--- src/rtl/board_check_seq.sv ---
// board_check_seq: CHECKING-phase sequencer for the Sudoku board.
// Walks the 81-cell board RAM as 27 groups (9 rows, 9 columns, 9 boxes),
// one read per clock. Each group must hold exactly the values 1..9.
// The walk stops at the first failing group and reports done/solved.
//
// Read handshake: rd_en high in a cycle issues a read of rd_addr.
// rd_data carries that cell in the following cycle, with a fixed latency of
// one cycle and no backpressure. The group/cell tag of each issued read is
// registered alongside it, so the check stage knows which group the returned
// word belongs to.
module board_check_seq #(
  parameter int SIDE   = 9,
  parameter int BOX    = 3,
  parameter int ADDR_W = 7,
  parameter int VAL_W  = 4
) (
  input  logic              clka,
  input  logic              restart_n,
  input  logic              check_flag,
  output logic              rd_en,
  output logic [ADDR_W-1:0] rd_addr,
  input  logic [VAL_W-1:0]  rd_data,
  output logic              busy,
  output logic              done,
  output logic              solved,
  output logic [4:0]        err_group,
  output logic [1:0]        dbg_state
);

  localparam logic [1:0] IDLE   = 2'd0;
  localparam logic [1:0] SCAN   = 2'd1;
  localparam logic [1:0] DRAIN  = 2'd2;
  localparam logic [1:0] REPORT = 2'd3;

  localparam logic [4:0] LAST_G = 5'(3 * SIDE - 1);
  localparam logic [3:0] LAST_K = 4'(SIDE - 1);

  logic [1:0]      state_q, state_d;
  logic [4:0]      g_q, g_d;
  logic [3:0]      k_q, k_d;
  logic [SIDE-1:0] seen_q, seen_d;
  logic            pend_q, pend_d;   // a read was issued last cycle
  logic            first_q, first_d; // that read was cell 0 of its group
  logic [4:0]      tag_q, tag_d;     // group of that read
  logic            solved_q, solved_d;
  logic [4:0]      err_q, err_d;

  logic [3:0]      row, col;
  logic [4:0]      b;
  logic [SIDE-1:0] mask_eff, onehot;
  logic            val_ok, chk_en, bad, fail;

  assign b = g_q - 5'd18;

  // Map the (group, cell) counters to a board row/column.
  always_comb begin
    row = '0;
    col = '0;
    if (g_q < 5'd9) begin
      row = g_q[3:0];
      col = k_q;
    end else if (g_q < 5'd18) begin
      row = k_q;
      col = 4'(g_q - 5'd9);
    end else begin
      row = 4'((b / BOX) * BOX + k_q / BOX);
      col = 4'((b % BOX) * BOX + k_q % BOX);
    end
  end

  // Check stage: the first cell of a group sees an empty mask, which removes
  // the need for a bubble between groups.
  assign mask_eff = first_q ? '0 : seen_q;
  assign val_ok   = (rd_data != '0) && (rd_data <= VAL_W'(SIDE));
  assign onehot   = val_ok ? (SIDE'(1) << (rd_data - VAL_W'(1))) : '0;
  assign chk_en   = pend_q && ((state_q == SCAN) || (state_q == DRAIN));
  assign bad      = !val_ok || ((mask_eff & onehot) != '0);
  assign fail     = chk_en && bad;

  // Next-state logic for the FSM, counters, check pipeline and results.
  always_comb begin
    state_d  = state_q;
    g_d      = g_q;
    k_d      = k_q;
    seen_d   = seen_q;
    pend_d   = pend_q;
    first_d  = first_q;
    tag_d    = tag_q;
    solved_d = solved_q;
    err_d    = err_q;

    if (chk_en && !bad) begin
      seen_d = mask_eff | onehot;
    end

    case (state_q)
      IDLE: begin
        if (check_flag) begin
          state_d  = SCAN;
          g_d      = '0;
          k_d      = '0;
          seen_d   = '0;
          pend_d   = 1'b0;
          solved_d = 1'b0;
          err_d    = '0;
        end
      end
      SCAN: begin
        pend_d  = !fail;
        tag_d   = g_q;
        first_d = (k_q == '0);
        if (fail) begin
          state_d = REPORT;
          err_d   = tag_q;
          pend_d  = 1'b0;
        end else if (k_q == LAST_K) begin
          k_d = '0;
          if (g_q == LAST_G) begin
            state_d = DRAIN;
          end else begin
            g_d = g_q + 5'd1;
          end
        end else begin
          k_d = k_q + 4'd1;
        end
      end
      DRAIN: begin
        pend_d  = 1'b0;
        state_d = REPORT;
        if (fail) begin
          err_d = tag_q;
        end else begin
          solved_d = 1'b1;
        end
      end
      default: begin
        state_d = IDLE;
      end
    endcase
  end

  // State registers with synchronous active-low reset.
  always_ff @(posedge clka) begin
    if (!restart_n) begin
      state_q  <= IDLE;
      g_q      <= '0;
      k_q      <= '0;
      seen_q   <= '0;
      pend_q   <= 1'b0;
      first_q  <= 1'b0;
      tag_q    <= '0;
      solved_q <= 1'b0;
      err_q    <= '0;
    end else begin
      state_q  <= state_d;
      g_q      <= g_d;
      k_q      <= k_d;
      seen_q   <= seen_d;
      pend_q   <= pend_d;
      first_q  <= first_d;
      tag_q    <= tag_d;
      solved_q <= solved_d;
      err_q    <= err_d;
    end
  end

  // A failure seen this cycle suppresses the read that would follow it.
  assign rd_en     = (state_q == SCAN) && !fail;
  assign rd_addr   = (state_q == SCAN) ? ADDR_W'(row * SIDE + col) : '0;
  assign busy      = (state_q == SCAN) || (state_q == DRAIN);
  assign done      = (state_q == REPORT);
  assign solved    = solved_q;
  assign err_group = err_q;
  assign dbg_state = state_q;

endmodule

--- config.mk ---
export PLATFORM = sky130hd
export DESIGN_NAME = board_check_seq
export DESIGN_NICKNAME = d
export VERILOG_FILES = /design/src/rtl/board_check_seq.sv
export SDC_FILE = /design/constraint.sdc
export NUM_CORES = 1
export LEC_CHECK = 0
export CAP_MARGIN = 40
export CORE_MARGIN = 2
export CORE_UTILIZATION = 54
export DETAILED_ROUTE_END_ITERATION = 12
export PLACE_DENSITY = 0.79
export SKIP_CTS_REPAIR_TIMING = 1
export SLEW_MARGIN = 20
export SYNTH_ARGS = -nofsm -noshare
export SYNTH_HDL_FRONTEND = slang
export SYNTH_SLANG_ARGS = --single-unit
--- constraint.sdc ---
create_clock -name clka -period 9.6 [get_ports clka]
set_input_delay 2.88 -clock clka [delete_from_list [all_inputs] [get_ports clka]]
set_output_delay 2.88 -clock clka [all_outputs]
set_load 0.05 [all_outputs]
# --- Word-level counts from Yosys, hierarchy flattened ---
# Index checks and enable logic that the tools add are counted.
word_totals:
  reg_bits: 33
  input_bits: 7
  out_inout_bits: 18
  wordCells: 99
op_classes:
  addsub: 8
  mul: 3
  div: 4
  magnitude_cmp: 3
  eq_ne: 13
  n_shift: 1
  mux: 31
  bitwise_logic: 2
  n_reduce_logical: 25
op_table:
  columns: ["cell", "count"]
  rows:
  - ["$mul A32 B2 Y4 const B", 2]
  - ["$mux W9", 5]
  - ["$div A4 B2 Y32 const B", 1]
  - ["$div A5 B2 Y32 const B", 1]
  - ["$mod A4 B2 Y32 const B", 1]
  - ["$mod A5 B2 Y32 const B", 1]
  - ["$mux W4", 7]
  - ["$mux W5", 5]
  - ["$pmux W5 S2", 2]
  - ["$reduce_and A3 Y1", 4]
  - ["$and A9 B9 Y9", 1]
  - ["$or A9 B9 Y9", 1]
  - ["$reduce_bool A9 Y1", 1]
  - ["$shl A1 B4 Y9 const A", 1]
  - ["$add A4 B4 Y4", 2]
  - ["$mux W2", 4]
  - ["$ne A2 B2 Y1 const B", 4]
  - ["$pmux W4 S2", 1]
  - ["$add A7 B4 Y7", 1]
  - ["$mul A4 B4 Y7 const B", 1]
  - ["$mux W7", 1]
  - ["$ne A3 B2 Y1 const B", 2]
  - ["$pmux W2 S3", 1]
  - ["$reduce_bool A2 Y1", 3]
  - ["other kinds (26)", 37]

# --- Depth between registers and ports, before layout ---
# Gate-level depths: netlist of run 1.
logic_depth:
  ltp_word: 11
  depth_mapped: 35
  mapped_depth_nobuf: 32

# --- Least setup slack after synthesis of run 1 ---
# No wires, ideal clock.
synth_path:
  path_kind: "register to output"
  from: "register g_q[1]"
  to: "output port rd_addr[6]"
  arrival_time_ns: 7.598
  required_time_ns: 6.720
  path_slack_ns: -0.878
  stages_incl_launch_ff: 33
  n_path_buf: 3
  cell_sequence: "dfxtp_1 > buf_6 > inv_1 > ha_1 > buf_6 > xnor2_1 > inv_1 > ha_1 > inv_1 > a41oi_1 > a32oi_2 > ha_1 > a31o_2 > a2111oi_4 > xnor2_1 > ha_1 > or3_1 > buf_2 > mux2_4 > fa_1 > ha_1 > fa_1 > xor2_1 > xnor3_1 > xnor2_1 > o221ai_1 > ha_1 > ha_1 > a21oi_1 > o21bai_1 > a21oi_1 > xnor2_1 > and2_1"
synth_via:
  elab_chain_cells: 9
  elab_cells_between_ends: 17
  cone_classes: "add/sub: 5; mul: 3; div: 2; order compare: 2; mux: 5"
synth_lines:
  columns: ["item", "line", "text"]
  rows:
  - ["start, declared", "39", "logic [4:0] g_q, g_d;"]
  - ["start signal, assigned", "156", "g_q <= g_d;"]
  - ["$sub A5 B5 Y5", "53", "assign b = g_q - 5'd18;"]
  - ["$div A5 B2 Y32", "66", "row = 4'((b / BOX) * BOX + k_q / BOX);"]
  - ["$mul A32 B2 Y4", "66", null]
  - ["$add A4 B4 Y4", "66", null]
  - ["$mux W4", "62", "end else if (g_q < 5'd18) begin"]
  - ["$mux W4", "59", "if (g_q < 5'd9) begin"]
  - ["$mul A4 B4 Y7", "169", "assign rd_addr = (state_q == SCAN) ? ADDR_W'(row * SIDE + col) : '0;"]
  - ["$add A7 B4 Y7 (*)", "169", null]
  - ["$mux W7 (*)", "169", null]
  - ["end, declared", "21", "output logic [ADDR_W-1:0] rd_addr,"]
# Every way passes the cells marked *; elsewhere a longest branch is shown, timed or not.

# --- Worst setup path in the final report of run 1 ---
# Same ends and word-level chain as after synthesis.

==> flow_metrics.py, run 1 <==
metrics = {
    "outcome": {
        "status": "finished with violations",
        "failed_checks": "setup timing",
    },
    "setup_path": {
        "endpoint_kind": "output port",
        "worstSetupPathType": "register to output port",
        "required_ns": 6.72,
        "cp_slowest_cell": "or4_4",
        "crit_fanout": 7,
        "startpoint_type": "register",
        "crit_arrival_ns": 6.72,
        "worstRegToRegCells": 9,
        "cp_slowest_stage_delay_ns": 0.54,
    },
    "sta": {
        "min_period_ns": 9.60,
        "maxSlewHeadroom": 0.313,
        "fmax_mhz": 104,
        "rsz0062_at_grt": "true",
        "tightest_slew_ns": 1.03,
        "finalClockSkew_ns": 0.00619,
        "finalCritPeriodShare": 1.00,
        "final-hold-violation-count": 0,
        "setup_ws_ns": -0.00384,
        "slew_violations": 0,
        "fin_setup_tns_ns": -0.00384,
        "setup_viol": 1,
    },
    "grt": {
        "grt_start_max_net_pins": 24,
        "antenna_found_initial": 0,
        "grt_pass1_wl_mm": 12.1,
        "grt_usage": 0.225,
        "grt_pass1_vias": 2703,
        "grt_overflow_total": 0,
    },
    "detailed_routing": {
        "drc": 0,
        "vias_per_cell": 5.77,
        "firstDrtPassIters": 4,
        "vias": 3012,
        "drtIter0Drc": 188,
        "wl_per_cell_um": 14.5,
        "antenna_left": 0,
        "wirelength_mm": 7.57,
    },
    "yosys": {
        "yosysTopAreaCell": "dfxtp_1",
        "syn-num-nets": 453,
        "ys.flop_type": "dfxtp_1",
        "yosys_warnings": 0,
        "synth_cell_types": 62,
        "synth-async-reset-ratio": 0,
        "yosysSeqAreaShare": 0.203,
        "synth_top_cell_area_share": 0.203,
        "postSynthCellCount": 400,
        "synth-edff-count": 0,
        "ys_ff_latch": 33,
        "avgSynthCellArea_um2": 8.15,
        "synth_area_leaders": "dfxtp_1 (20%), ha_1 (15%), nor2_1 (4.8%), fa_1 (4.3%), xnor2_1 (4.0%)",
        "synthesis.area_um2": 3260,
    },
    "die": {
        "die_area_um2": 6670,
        "fp.dieH_um": 81.7,
        "ioPinCount": 25,
        "initial_core_util": 0.554,
        "core_area_um2": 5890,
        "die_w_um": 81.7,
        "row_count": 28,
    },
    "power": {
        "power_leakage_nw": 1.72,
        "ir_drop_mv": 0.281,
        "power_uw": 490,
        "p_per_area_nw_per_um2": 119,
    },
    "finish": {
        "layout_commonest_cell": "nor2_1",
        "antennaDiodeCount": 0,
        "design_area_um2": 4130,
        "drive_gt1_frac": 0.221,
        "layout-area-overhead-vs-synth_pct": 26.7,
        "final_cell_mix": "nor2_1 (41), nand2_1 (34), buf_4 (34), ha_1 (33), dfxtp_1 (31)",
        "final_nets": 499,
    },
    "clock_network": {
        "cts_inserted_buffers": 5,
        "cts_max_level": 2,
        "cts_tree": "done",
        "clk_path_buf_depth": 2,
        "clockRootBuffer": "clkbuf_8",
        "clock_latency_ns": 0.28,
        "clk_pin_slew_ns": 0.07,
        "cts.sinks": 33,
    },
    "placement": {
        "hpwl_mm": 5.54,
        "postPlaceCellArea_um2": 3770,
        "gp_congestion": 0.902,
        "port_buffers": 24,
    },
    "run": {
        "max_cap_viol_count": 0,
    },
    "min_path": {
        "min_delay_path_depth": 2,
        "hold_class": "register to register",
    },
}
## synthesized netlist by cell type, types with 4 or more instances
master and count:
dfxtp_1 33, nand3_1 6, fa_1 7, xnor2_1 15, o221ai_1 4, or3_1 4
nand2b_1 4, and2_1 12, nand4_1 9, a21boi_0 10, a21oi_1 18, inv_1 22
nor2b_1 17, clkbuf_1 12, nand2_1 34, nor2_1 42, o21ai_0 14, a22oi_1 4
xor2_1 4, buf_2 4, a32oi_1 7, and3_1 6, mux2i_1 13, nor3_1 7
ha_1 39
## final cells by class
cell class / instances / area [um2]
inverter: 23 / 98.8
clock buffer: 7 / 96.3
sequential: 33 / 668
timing repair buffer: 59 / 562
fill: 462 / 1760
multi-input combinational: 324 / 2610
clock inverter: 1 / 5.00
tap: 75 / 93.8
## power by group
group          leakage, nW  total [mW]  internal, mW  switching [mW]
Clock               0.0542       0.112        0.0647          0.0474
Combinational         1.40       0.218        0.0766           0.141
Sequential           0.268       0.159         0.146          0.0131
Total                 1.72       0.490         0.288           0.202
## stage by stage
step | std cells | setup slack, ns | hold slack [ns] | utilization
finish | 522 | -0.00384 | 0.469 | 0.702
global route | 522 | -0.340 | 0.504 | 0.702
CTS | 503 | -0.343 | 0.473 | 0.659
detailed placement | 495 | -0.0188 | 0.463 | 0.641
global placement | 495 | 0.116 | 0.456 | 0.641
floorplan | 400 | 0.0101 | 0.448 | -
## layer usage
| layer | share of wire | vias up | track usage |
|---|---|---|---|
| met2 | 0.49 | 45 | 0.396 |
| met5 | 0 | - | 0 |
| li1 | - | 1518 | - |
| met3 | 0.020 | 14 | 0.0242 |
| met1 | 0.47 | 1435 | 0.299 |
| met4 | 0.018 | 0 | 0.0483 |
## registers in the layout, summed over array words and instances (netlist names)
name,flops
k_q,4
g_q,5
tag_q,5
solved,1
first_q,1
dbg_state,2
pend_q,1
seen_q,9
err_group,5
## path summary, 6_finish.rpt
kind | from | endpoint | slack, ns
worst min register to register | err_group[2]$_SDFFE_PN0P_ | err_group[2]$_SDFFE_PN0P_ | 0.47
worst max register to register | dbg_state[0]$_SDFFE_PN0P_ | k_q[3]$_SDFFE_PN0P_ | 7.20
worst max-delay path | g_q[1]$_SDFFE_PN0P_ | rd_addr[6] | -0.004
worst min-delay path | err_group[2]$_SDFFE_PN0P_ | err_group[2]$_SDFFE_PN0P_ | 0.47
## worst max-delay path: cells and delay by family, from the launching register on
| kind | cells | cell delay (ns) |
|---|---|---|
| fa+ha+maj | 8 | 2.22 |
| compound gates | 8 | 1.31 |
| simple gates | 3 | 1.12 |
| xor+xnor | 5 | 0.81 |
| buf+inv | 6 | 0.60 |
| flops | 1 | 0.39 |
## cell families (layout without fill, tap and decap cells)
group | after synthesis | count (layout) | synth area share
compound gates | 89 | 89 | 0.201
xor+xnor | 20 | 20 | 0.0580
fa+ha+maj | 46 | 46 | 0.193
buf+inv | 43 | 90 | 0.0557
flops | 33 | 33 | 0.203
mux | 17 | 17 | 0.0549
simple gates | 152 | 152 | 0.235
No activity file was read; power rests on OpenSTA's default activity.
==> inputs of run 2 (changes only) <==
--- a/constraint.sdc
+++ b/constraint.sdc
@@ -3,2 +3,2 @@
 set_output_delay 2.88 -clock clka [all_outputs]
-set_load 0.05 [all_outputs]
+set_load 0.1 [all_outputs]
==> run 2 against run 1 <==
The run now ends clean. Flip-flop and latch count unchanged. Sequential power about the same. Final cell count increased by 1.5%. Routed wire length increased by 0.32%. First-iteration DRC count decreased by 49%.
==> flow_metrics.py, run 2 (same netlist as run 1, synthesis figures left out) <==
metrics = {
    "finish": {
        "drive_gt1_frac": 0.231,
        "final_cell_mix": "nor2_1 (41), nand2_1 (34), buf_4 (33), ha_1 (32), dfxtp_1 (31)",
        "largest_register_ffs": 9,
        "regMostFlops": "seen_q",
        "final_cells": 530,
        "fill_cells": 447,
        "layout-area-overhead-vs-synth_pct": 30.5,
        "layout_commonest_cell": "nor2_1",
        "antennaDiodeCount": 0,
        "design_area_um2": 4250,
        "final_nets": 507,
    },
    "detailed_routing": {
        "wirelength_mm": 7.59,
        "drtIter0Drc": 96,
        "wl_per_cell_um": 14.3,
        "firstDrtPassIters": 4,
        "vias": 3012,
        "drc": 0,
        "vias_per_cell": 5.68,
        "antenna_left": 0,
    },
    "die": {
        "fp.dieH_um": 81.7,
        "core_area_um2": 5890,
        "initial_core_util": 0.554,
        "die_w_um": 81.7,
        "ioPinCount": 25,
        "row_count": 28,
        "die_area_um2": 6670,
    },
    "sta": {
        "final-hold-violation-count": 0,
        "fmax_mhz": 105,
        "finalCritPeriodShare": 0.996,
        "min_period_ns": 9.56,
        "finalHoldWorstSlack_ns": 0.475,
        "finalClockSkew_ns": 0.00611,
        "maxSlewHeadroom": 0.559,
        "tightest_slew_ns": 0.659,
        "setup_viol": 0,
        "rsz0062_at_grt": "true",
        "slew_violations": 0,
        "setup_ws_ns": 0.0371,
    },
    "power": {
        "ir_drop_mv": 0.324,
        "p_per_area_nw_per_um2": 136,
        "power_uw": 578,
        "power_leakage_nw": 1.79,
    },
    "setup_path": {
        "reg2reg_to": "k_q[3]$_SDFFE_PN0P_",
        "rr_startpoint": "dbg_state[0]$_SDFFE_PN0P_",
        "cp_slowest_stage_delay_ns": 0.45,
        "regToRegSetupSlack_ns": 7.20,
        "crit_fanout": 7,
        "cpMostUsedCell": "ha_2",
        "worstRegToRegCells": 9,
        "cp_slowest_cell": "fa_1",
        "endpoint_kind": "output port",
        "required_ns": 6.72,
        "worstSetupPathType": "register to output port",
        "startpoint_type": "register",
        "crit_arrival_ns": 6.68,
    },
    "clock_network": {
        "cts.sinks": 33,
        "clockRootBuffer": "clkbuf_8",
        "cts_inserted_buffers": 5,
        "cts_max_level": 2,
        "clk_path_buf_depth": 2,
        "cts_tree": "done",
        "clock_latency_ns": 0.28,
        "clk_pin_slew_ns": 0.07,
    },
    "grt": {
        "grt_pass1_wl_mm": 12.4,
        "grt_usage": 0.232,
        "grt_start_max_net_pins": 24,
        "grt_overflow_total": 0,
        "grt_pass1_vias": 2788,
        "antenna_found_initial": 0,
    },
    "outcome": {
        "status": "completed",
    },
    "min_path": {
        "hold_class": "register to register",
        "whs_endpoint": "err_group[0]$_SDFFE_PN0P_",
        "worst_hold_startpoint": "err_group[0]$_SDFFE_PN0P_",
        "min_delay_path_depth": 2,
    },
    "placement": {
        "dp_cells": 505,
        "port_buffers": 24,
        "place_ws_ns": -0.0511,
        "postPlaceCellArea_um2": 3930,
        "gp_congestion": 0.882,
        "hpwl_mm": 5.79,
    },
    "run": {
        "max_cap_viol_count": 0,
    },
}
## run 2: cell types whose count changed in the layout (fill, tap and decap cells not counted), sizes merged
cell	previous run	this run
clkinv	1	0
buf	41	49
clkbuf	7	9
clkdlybuf4s50	18	16
bufinv	0	1
## run 2: how the worst max path moves through the flow
stage | endpoint | startpoint | slack, ns | cells past startpoint
floorplan | rd_addr[6] | g_q[1]$_SDFFE_PN0P_ | -0.05 | 35
global placement | rd_addr[6] | g_q[1]$_SDFFE_PN0P_ | 0.12 | 31
detailed placement | rd_addr[6] | g_q[1]$_SDFFE_PN0P_ | -0.05 | 33
CTS | rd_addr[6] | g_q[1]$_SDFFE_PN0P_ | -0.37 | 33
global route | rd_addr[6] | g_q[2]$_SDFFE_PN0P_ | -0.28 | 28
finish | rd_addr[6] | g_q[2]$_SDFFE_PN0P_ | 0.04 | 28
## run 2: worst max-delay path, delay by kind of cell (launching register included)
| kind | cells | cell delay [ns] |
|---|---|---|
| multiplexers | 1 | 0.33 |
| AO/OA/AOI/OAI | 9 | 1.72 |
| flip-flops | 1 | 0.38 |
| buffers and inverters | 2 | 0.21 |
| adder cells (fa/ha/maj) | 8 | 2.21 |
| AND/OR/NAND/NOR | 3 | 0.72 |
| XOR/XNOR | 5 | 0.82 |
## run 2: where the power goes
part           leakage [nW]  switching, mW  internal, mW
Combinational          1.46          0.189        0.0969
Sequential            0.268         0.0131         0.146
Clock                0.0585         0.0486        0.0846
Total                  1.79          0.251         0.328
## run 2: layer usage
layer / vias to the layer above / GRT usage / share of wire
li1: 1528 / - / -
met1: 1417 / 0.301 / 0.45
met2: 58 / 0.397 / 0.51
met3: 9 / 0.0275 / 0.028
met4: 0 / 0.0817 / 0.012
met5: - / 0 / 0
## run 2: per-stage QoR
stage / util / TNS [ns]
after floorplan: - / -0.0520
final: 0.722 / 0
after detailed placement: 0.668 / -0.0511
after global placement: 0.643 / 0
after global routing: 0.722 / -0.507
after CTS: 0.688 / -0.785
## run 2: cell type report
| cell class | instances | area [um2] | area share |
|---|---|---|---|
| clock buffer | 7 | 86.3 | 0.0203 |
| tap | 75 | 93.8 | 0.0221 |
| inverter | 23 | 96.3 | 0.0227 |
| clock inverter | 1 | 30.0 | 0.00706 |
| multi-input combinational | 324 | 2590 | 0.609 |
| timing repair buffer | 67 | 686 | 0.161 |
| sequential | 33 | 668 | 0.157 |
